<file path="config.mk">
export PLATFORM = sky130hd
export DESIGN_NAME = ex_mem_latch
export DESIGN_NICKNAME = d
export VERILOG_FILES = /design/src/rtl/ex_mem_latch_pkg.sv /design/src/rtl/ex_mem_latch_dff_en.sv /design/src/rtl/ex_mem_latch.sv
export SDC_FILE = /design/constraint.sdc
export NUM_CORES = 1
export LEC_CHECK = 0
export ABC_CLOCK_PERIOD_IN_PS = 2200
export BUFFER_PORTS_ARGS = -buffer_cell sky130_fd_sc_hd__clkbuf_2
export CAP_MARGIN = 10
export CORE_ASPECT_RATIO = 0.6
export CORE_MARGIN = 3
export CORE_UTILIZATION = 30
export DETAILED_ROUTE_END_ITERATION = 8
export PLACE_DENSITY = 0.67
export SLEW_MARGIN = 10
export SYNTH_ARGS = -nofsm -noshare
export SYNTH_HDL_FRONTEND = slang
export SYNTH_SLANG_ARGS = --single-unit
</file>
<file path="constraint.sdc">
create_clock -name clk -period 2.2 [get_ports clk]
set_input_delay 0 -clock clk [delete_from_list [all_inputs] [get_ports clk]]
set_output_delay 0 -clock clk [all_outputs]
set_load 0.02 [all_outputs]
</file>
<file path="src/rtl/ex_mem_latch_pkg.sv">
// Shared pipeline constants for the EX/MEM stage latch.
package ex_mem_latch_pkg;

  localparam int unsigned DW_DEFAULT  = 16;
  localparam int unsigned RW_DEFAULT  = 3;
  localparam int unsigned STALL_CNT_W = 16;

  localparam logic [STALL_CNT_W-1:0] STALL_CNT_MAX = 16'hFFFF;

  typedef enum logic {
    ST_RUN  = 1'b0,
    ST_HOLD = 1'b1
  } latch_state_e;

  // Increment that sticks at the maximum instead of wrapping.
  function automatic logic [STALL_CNT_W-1:0] sat_inc(input logic [STALL_CNT_W-1:0] cnt);
    return (cnt == STALL_CNT_MAX) ? cnt : cnt + STALL_CNT_W'(1);
  endfunction

endpackage

</file>
<file path="src/rtl/ex_mem_latch_dff_en.sv">
// Enabled flop with synchronous active-high reset to zero.
module dff_en #(
  parameter int unsigned W = 1
) (
  input  logic         i_clk,
  input  logic         i_rst,
  input  logic         i_en,
  input  logic [W-1:0] i_d,
  output logic [W-1:0] o_q
);

  // Clear on reset, otherwise load when enabled.
  always_ff @(posedge i_clk) begin
    if (i_rst)     o_q <= '0;
    else if (i_en) o_q <= i_d;
  end

endmodule

</file>
<file path="src/rtl/ex_mem_latch.sv">
// EX/MEM pipeline latch with memory back-pressure, deferred flush and stall counter.
module ex_mem_latch
  import ex_mem_latch_pkg::*;
#(
  parameter int unsigned DW = DW_DEFAULT,
  parameter int unsigned RW = RW_DEFAULT
) (
  input  logic                   clk,
  input  logic                   rst,
  input  logic [DW-1:0]          ex_ALU_res,
  input  logic [DW-1:0]          ex_read2data,
  input  logic                   ex_memWrite,
  input  logic                   ex_memRead,
  input  logic                   ex_regWrite,
  input  logic                   ex_memtoReg,
  input  logic [RW-1:0]          ex_writeReg,
  input  logic                   ex_halt,
  input  logic                   ex_valid,
  input  logic                   flush,
  input  logic                   mem_stall,
  output logic [DW-1:0]          ALU_res,
  output logic [DW-1:0]          read2data,
  output logic                   memWrite,
  output logic                   memRead,
  output logic                   regWrite,
  output logic                   memtoReg,
  output logic [RW-1:0]          writeReg,
  output logic                   halt,
  output logic                   valid,
  output logic                   ex_stall,
  output logic [STALL_CNT_W-1:0] stall_cnt
);

  latch_state_e           r_state;
  logic                   r_flush_pend;
  logic [STALL_CNT_W-1:0] r_stall_cnt;

  logic          w_capture;
  logic          w_bubble;
  logic [DW-1:0] w_alu_d;
  logic [DW-1:0] w_r2_d;
  logic [RW-1:0] w_wreg_d;
  logic          w_mw_d;
  logic          w_mr_d;
  logic          w_rw_d;
  logic          w_m2r_d;
  logic          w_halt_d;
  logic          w_valid_d;

  // Capture whenever memory is not busy; a killed or empty slot loads zeros.
  assign w_capture = ~mem_stall;
  assign w_bubble  = ~ex_valid | flush | r_flush_pend;

  assign w_alu_d   = w_bubble ? '0   : ex_ALU_res;
  assign w_r2_d    = w_bubble ? '0   : ex_read2data;
  assign w_wreg_d  = w_bubble ? '0   : ex_writeReg;
  assign w_mw_d    = w_bubble ? 1'b0 : ex_memWrite;
  assign w_mr_d    = w_bubble ? 1'b0 : ex_memRead;
  assign w_rw_d    = w_bubble ? 1'b0 : ex_regWrite;
  assign w_m2r_d   = w_bubble ? 1'b0 : ex_memtoReg;
  assign w_halt_d  = w_bubble ? 1'b0 : ex_halt;
  assign w_valid_d = w_bubble ? 1'b0 : ex_valid;

  dff_en #(.W(DW)) u_alu   (.i_clk(clk), .i_rst(rst), .i_en(w_capture), .i_d(w_alu_d),   .o_q(ALU_res));
  dff_en #(.W(DW)) u_r2    (.i_clk(clk), .i_rst(rst), .i_en(w_capture), .i_d(w_r2_d),    .o_q(read2data));
  dff_en #(.W(RW)) u_wreg  (.i_clk(clk), .i_rst(rst), .i_en(w_capture), .i_d(w_wreg_d),  .o_q(writeReg));
  dff_en #(.W(1))  u_mw    (.i_clk(clk), .i_rst(rst), .i_en(w_capture), .i_d(w_mw_d),    .o_q(memWrite));
  dff_en #(.W(1))  u_mr    (.i_clk(clk), .i_rst(rst), .i_en(w_capture), .i_d(w_mr_d),    .o_q(memRead));
  dff_en #(.W(1))  u_rw    (.i_clk(clk), .i_rst(rst), .i_en(w_capture), .i_d(w_rw_d),    .o_q(regWrite));
  dff_en #(.W(1))  u_m2r   (.i_clk(clk), .i_rst(rst), .i_en(w_capture), .i_d(w_m2r_d),   .o_q(memtoReg));
  dff_en #(.W(1))  u_halt  (.i_clk(clk), .i_rst(rst), .i_en(w_capture), .i_d(w_halt_d),  .o_q(halt));
  dff_en #(.W(1))  u_valid (.i_clk(clk), .i_rst(rst), .i_en(w_capture), .i_d(w_valid_d), .o_q(valid));

  // Run/hold sequencing, pending-flush tracking and saturating stall count.
  always_ff @(posedge clk) begin
    if (rst) begin
      r_state      <= ST_RUN;
      r_flush_pend <= 1'b0;
      r_stall_cnt  <= '0;
    end else begin
      if (mem_stall) r_stall_cnt <= sat_inc(r_stall_cnt);
      case (r_state)
        ST_RUN: begin
          if (mem_stall) begin
            r_state <= ST_HOLD;
            if (flush) r_flush_pend <= 1'b1;
          end else begin
            r_flush_pend <= 1'b0;
          end
        end
        ST_HOLD: begin
          if (!mem_stall) begin
            r_state      <= ST_RUN;
            r_flush_pend <= 1'b0;
          end else if (flush) begin
            r_flush_pend <= 1'b1;
          end
        end
        default: r_state <= ST_RUN;
      endcase
    end
  end

  assign ex_stall  = mem_stall;
  assign stall_cnt = r_stall_cnt;

endmodule

</file>
==> impl_metrics.toml, run 1 <==
[synthesis]
ys_seq_elements = 58
synth-edff-count = 0
ys.flop_type = "dfxtp_1"
synth_top_area_cell = "dfxtp_1"
avgSynthCellArea_um2 = 10.8
synth_area_mm2 = 0.00205
yosys_warnings = 0
synth_cells = 191
synthArstFlopShare_pct = 0
synth_nets = 237
synth_area_leaders = "dfxtp_1 (57%), a22o_1 (17%), clkbuf_1 (2.2%), o31ai_1 (2.2%), or4_1 (2.2%)"
yosysSeqAreaShare_pct = 56.5
synth_top_area_share_pct = 56.5
synth_cell_types = 35

[layout]
area_growth_pct = 64.0
nNetsFinal = 385
drive_above_1_share_pct = 37.9
stdcell_count = 427
fin_area_mm2 = 0.00337
antenna_cells = 0

[detailed_routing]
via_per_inst = 4.87
via_count = 2078
first_pass_iters = 4
drc = 0
drtIter0Drc = 124
wl_per_cell_um = 14.8
ant_nets = 0
wirelength_mm = 6.30

[clock_tree]
cts_tree = "done"
clockRootBuffer = "clkbuf_16"
path_clk_slew_ns = 0.05
cts_max_level = 3
cts_resized = 0
cts_hold_buf = 41
cts_max_path_buffers = 2
post_cts.repair.setup_buffers = 0
numCtsBuffers = 9
clock_latency_ns = 0.31
cts.sinks = 58

[global_routing]
grt_pass1_wl_mm = 10.0
grtUsageMet3_pct = 5.63
grt-ovfl-total = 0
antenna_found_initial = 0
top_usage_layer = "met2"
grtUsageMet2_pct = 25.9
grt_pass1_vias = 2002
grt_use_total_pct = 16.1
grt_start_max_net_pins = 30
grt_util_met1_pct = 20.1

[sta]
fmax_ghz = 0.502
post-route-period-util_pct = 90.5
max_slew.worst_pin.slew_ns = 0.749
relSlewSlack_pct = 49.4
setup_viol_count_final = 0
skew_ns = 0.00536
rsz0062_at_grt = "false"
timing.final.crit_period_ns = 1.99
fin_setup_tns_ns = 0
drv_slew = 0
hold_violations = 0

[floorplan]
fp.dieArea_mm2 = 0.00791
die_y_um = 70.1
rows = 22
die_w_um = 113
design.portCount = 103
initial_core_util_pct = 32.3
core_mm2 = 0.00636

[critical_path]
reg2regPathDepth = 5
cp-end-kind = "flop"
cp_max_fo = 4
crit_arrival_ns = 2.17
r2r-start = "stall_cnt[0]$_SDFFE_PP0P_"
worstPathRequired_ns = 2.38
r2r_slack_ns = 0.21
rr_endpoint = "stall_cnt[1]$_SDFFE_PP0P_"
critPathKind = "flop to flop"
cp-start-kind = "flop"

[place]
placed_area_mm2 = 0.00269
dp_hpwl_mm = 4.03
port_buffers = 102
dp_cells = 371
gp_congestion = 0.812

[power_and_ir_drop]
finalPower_mw = 2.55
peakVddDrop_uv = 418
cellLeakagePower_nw = 1.53
power_density_mw_per_mm2 = 756

[run_status]
status = "completed"

[min_path]
whs_endpoint = "stall_cnt[2]$_SDFFE_PP0P_"
min_path_type = "input port to flop"
hold_start = "mem_stall"
whs_path_depth = 3

[run]
maxCapViolations = 0
[critical path, stage by stage, from the launching register on]
cell and delay (ns):
dfxtp_1 0.39, ha_1 0.22, nand4_1 0.17, o41ai_1 0.75, mux2i_1 0.27, nor2_1 0.06
[cells by family after synthesis]
logic type / Yosys count / synth area share, %
AO/OA/AOI/OAI: 67 / 25.6
XOR/XNOR: 1 / 0.426
adder cells (fa/ha/maj): 1 / 0.609
buffers and inverters: 19 / 3.78
flip-flops: 58 / 56.5
multiplexers: 2 / 1.04
AND/OR/NAND/NOR: 43 / 12.0
[how the worst max path moves through the flow]
| stage | from | endpoint | slack [ns] |
|---|---|---|---|
| 2_1_floorplan | stall_cnt[4]$_SDFFE_PP0P_ | stall_cnt[15]$_SDFFE_PP0P_ | 0.22 |
| 3_3_place_gp | stall_cnt[4]$_SDFFE_PP0P_ | stall_cnt[15]$_SDFFE_PP0P_ | 0.30 |
| 3_5_place_dp | stall_cnt[4]$_SDFFE_PP0P_ | stall_cnt[15]$_SDFFE_PP0P_ | 0.24 |
| 4_1_cts | stall_cnt[0]$_SDFFE_PP0P_ | stall_cnt[1]$_SDFFE_PP0P_ | 0.24 |
| 5_1_grt | stall_cnt[4]$_SDFFE_PP0P_ | stall_cnt[15]$_SDFFE_PP0P_ | 0.08 |
| 6_report | stall_cnt[0]$_SDFFE_PP0P_ | stall_cnt[1]$_SDFFE_PP0P_ | 0.21 |
[through the flow]
stage	worst slack [ns]	hold WS, ns	utilization [%]
after floorplan	0.219	0.110	-
after global placement	0.303	0.215	42.3
after detailed placement	0.240	0.220	42.3
after CTS	0.239	0.0802	53.0
after global routing	0.0756	0.114	53.0
final	0.209	0.104	53.0
[routing by layer]
layer,vias up,share of wire [%]
met5,-,0
met4,0,0.97
met3,5,7.5
met2,90,46
met1,949,45
li1,1034,-
[Yosys cell counts (all sizes together) (3+ instances only)]
cell	n
a31oi	3
a21oi	8
clkbuf	13
or4	6
nand4	4
nand2	5
nand3	6
dfxtp	58
nor3	4
nor2	9
inv	4
a22o	40
o31ai	6
o21ai	3
[registers in the layout, summed over array words and instances (netlist names)]
register      flops
stall_cnt        16
u_alu.o_q        16
u_r2.o_q         16
u_wreg.o_q        3
r_flush_pend      1
u_halt.o_q        1
u_m2r.o_q         1
u_mr.o_q          1
u_mw.o_q          1
u_rw.o_q          1
u_valid.o_q       1
[final cells by class]
| class | count | area [um^2] |
|---|---|---|
| tap | 84 | 105 |
| fill | 570 | 2990 |
| multi-input combinational | 114 | 828 |
| clock inverter | 3 | 15.0 |
| sequential | 58 | 1160 |
| timing repair buffer | 152 | 988 |
| clock buffer | 12 | 256 |
| inverter | 4 | 15.0 |
[power breakdown]
group          switching, mW  total, mW  leakage, nW  internal (mW)
Clock                  0.439       1.25        0.138          0.809
Combinational         0.0978      0.211        0.925          0.113
Sequential            0.0146       1.09        0.470           1.08
Total                  0.551       2.55         1.53           2.00
[cells in the final DEF (no fill, tap or decap), drive strengths merged, types with 3 or more instances in the layout]
cell,count
o31ai,6
clkinv,3
dlygate4sd3,41
a21oi,8
nor2,9
nor3,4
nand4,4
buf,9
nand3,6
inv,4
a31oi,3
nand2,5
or4,6
clkbuf,114
dfxtp,58
a22o,40
o21ai,3
Note: power is estimated with default switching activity, not from simulation.
==> inputs of run 2 (changes only) <==
- CTS_BUF_LIST: default -> sky130_fd_sc_hd__clkbuf_8
==> impl_metrics.toml, run 2 (synthesis gave the netlist of run 1 again) <==
[clock_tree]
path_clk_slew_ns = 0.06
numCtsBuffers = 9
cts.sinks = 58
cts_max_level = 3
cts_tree = "done"
clock_latency_ns = 0.32
cts_resized = 0
post_cts.repair.setup_buffers = 0
cts_max_path_buffers = 2
cts_hold_buf = 41
clockRootBuffer = "clkbuf_8"

[floorplan]
core_mm2 = 0.00636
fp.dieArea_mm2 = 0.00791
rows = 22
die_y_um = 70.1
die_w_um = 113
design.portCount = 103
initial_core_util_pct = 32.3

[sta]
relSlewSlack_pct = 50.1
setup_ws_ns = 0.216
timing.final.crit_period_ns = 1.98
skew_ns = 0.00696
rsz0062_at_grt = "false"
max_slew.worst_pin.slew_ns = 0.738
fin_setup_tns_ns = 0
setup_viol_count_final = 0
hold_violations = 0
fmax_ghz = 0.504
drv_slew = 0
post-route-period-util_pct = 90.2

[min_path]
hold_start = "mem_stall"
whs_path_depth = 3
min_path_type = "input port to flop"

[place]
place_ws_ns = 0.240
dp_hpwl_mm = 4.03
port_buffers = 102
gp_congestion = 0.812

[layout]
area_growth_pct = 59.1
final-seq-area_mm2 = 0.00116
multi_input_comb_area_um2 = 828
final.fill_count = 581
nNetsFinal = 385
layout_commonest_cell = "clkbuf_2"
most-common-layout-cells = "clkbuf_2 (102), dfxtp_1 (58), dlygate4sd3_1 (41)"
drive_above_1_share_pct = 37.9
antenna_cells = 0

[run]
maxCapViolations = 0

[power_and_ir_drop]
finalPower_mw = 2.14
power_density_mw_per_mm2 = 655
cellLeakagePower_nw = 1.49
peakVddDrop_uv = 285

[critical_path]
critPathBufInv = 0
crit_cells = 5
cp-end-kind = "flop"
crit_arrival_ns = 2.17
r2r-start = "stall_cnt[0]$_SDFFE_PP0P_"
critPathKind = "flop to flop"
crit_family = "compound AO/OA/AOI/OAI gates"
worstPathRequired_ns = 2.39
cp-start-kind = "flop"
cp_max_fo = 4
path_cells = "ha_1, nand4_1, o41ai_1, mux2i_1, nor2_1"
worstSetupStartpoint = "stall_cnt[0]$_SDFFE_PP0P_"
cpPeakStageDelay_ns = 0.74
reg2regPathDepth = 5
cp_slowest_cell = "o41ai_1"

[detailed_routing]
ant_nets = 0
drtIter0Drc = 119
first_pass_iters = 4
drc = 0
wirelength_mm = 6.32
via_per_inst = 4.81
wl_per_cell_um = 14.8
via_count = 2054

[global_routing]
grt_start_max_net_pins = 30
antenna_found_initial = 0
grt_pass1_wl_mm = 9.98
grt-ovfl-total = 0
grt_pass1_vias = 2006
grt_use_total_pct = 15.9

[run_status]
status = "completed"
[run 2: cell count changes in the layout (fill, tap and decap cells not counted)]
cell	before	now
inv_1	4	5
clkbuf_1	1	0
clkbuf_16	9	0
clkbuf_8	2	11
[run 2: layout make-up]
cell class              instances  share of cell area (%)
repair buffers                152                    30.2
clock buffers                  11                    4.63
flip-flops and latches         58                    35.5
multi-input cells             114                    25.3
clock inverters                 4                   0.574
well taps                      84                    3.22
inverters                       4                   0.459
[run 2: worst paths after layout]
path | end | slack (ns)
worst max-delay path | stall_cnt[1]$_SDFFE_PP0P_ | 0.22
worst min-delay path | stall_cnt[2]$_SDFFE_PP0P_ | 0.10
worst max register to register | stall_cnt[1]$_SDFFE_PP0P_ | 0.22
worst min register to register | u_valid.o_q$_SDFFE_PP0N_ | 0.45
[run 2: worst register-to-register path, stage by stage (launching register included)]
cell and delay, ns:
dfxtp_1 0.39, ha_1 0.22, nand4_1 0.17, o41ai_1 0.74, mux2i_1 0.27, nor2_1 0.06
[run 2: layer usage]
metal  part of all wire (%)  vias to the layer above  global-route usage (%)
met4                   0.70                        0                    4.80
met3                    7.6                        4                    5.11
met1                     46                      929                    20.1
met2                     46                       94                    25.9
li1                       -                     1027                       -
met5                      0                        -                       0
[run 2: power breakdown]
group          leakage, nW  switching, mW  total [mW]  internal [mW]
registers            0.470         0.0145        1.09           1.07
logic                0.925         0.0978       0.211          0.113
clock network       0.0961          0.387       0.841          0.454
[run 2: per-stage QoR]
stage | hold WS (ns) | cells | utilization [%] | area [um^2]
2_1_floorplan | 0.110 | 191 | - | 2050
3_3_place_gp | 0.215 | 371 | 42.3 | 2690
3_5_place_dp | 0.220 | 371 | 42.3 | 2690
4_1_cts | 0.0592 | 427 | 51.4 | 3270
5_1_grt | 0.0983 | 427 | 51.4 | 3270
6_report | 0.103 | 427 | 51.4 | 3270
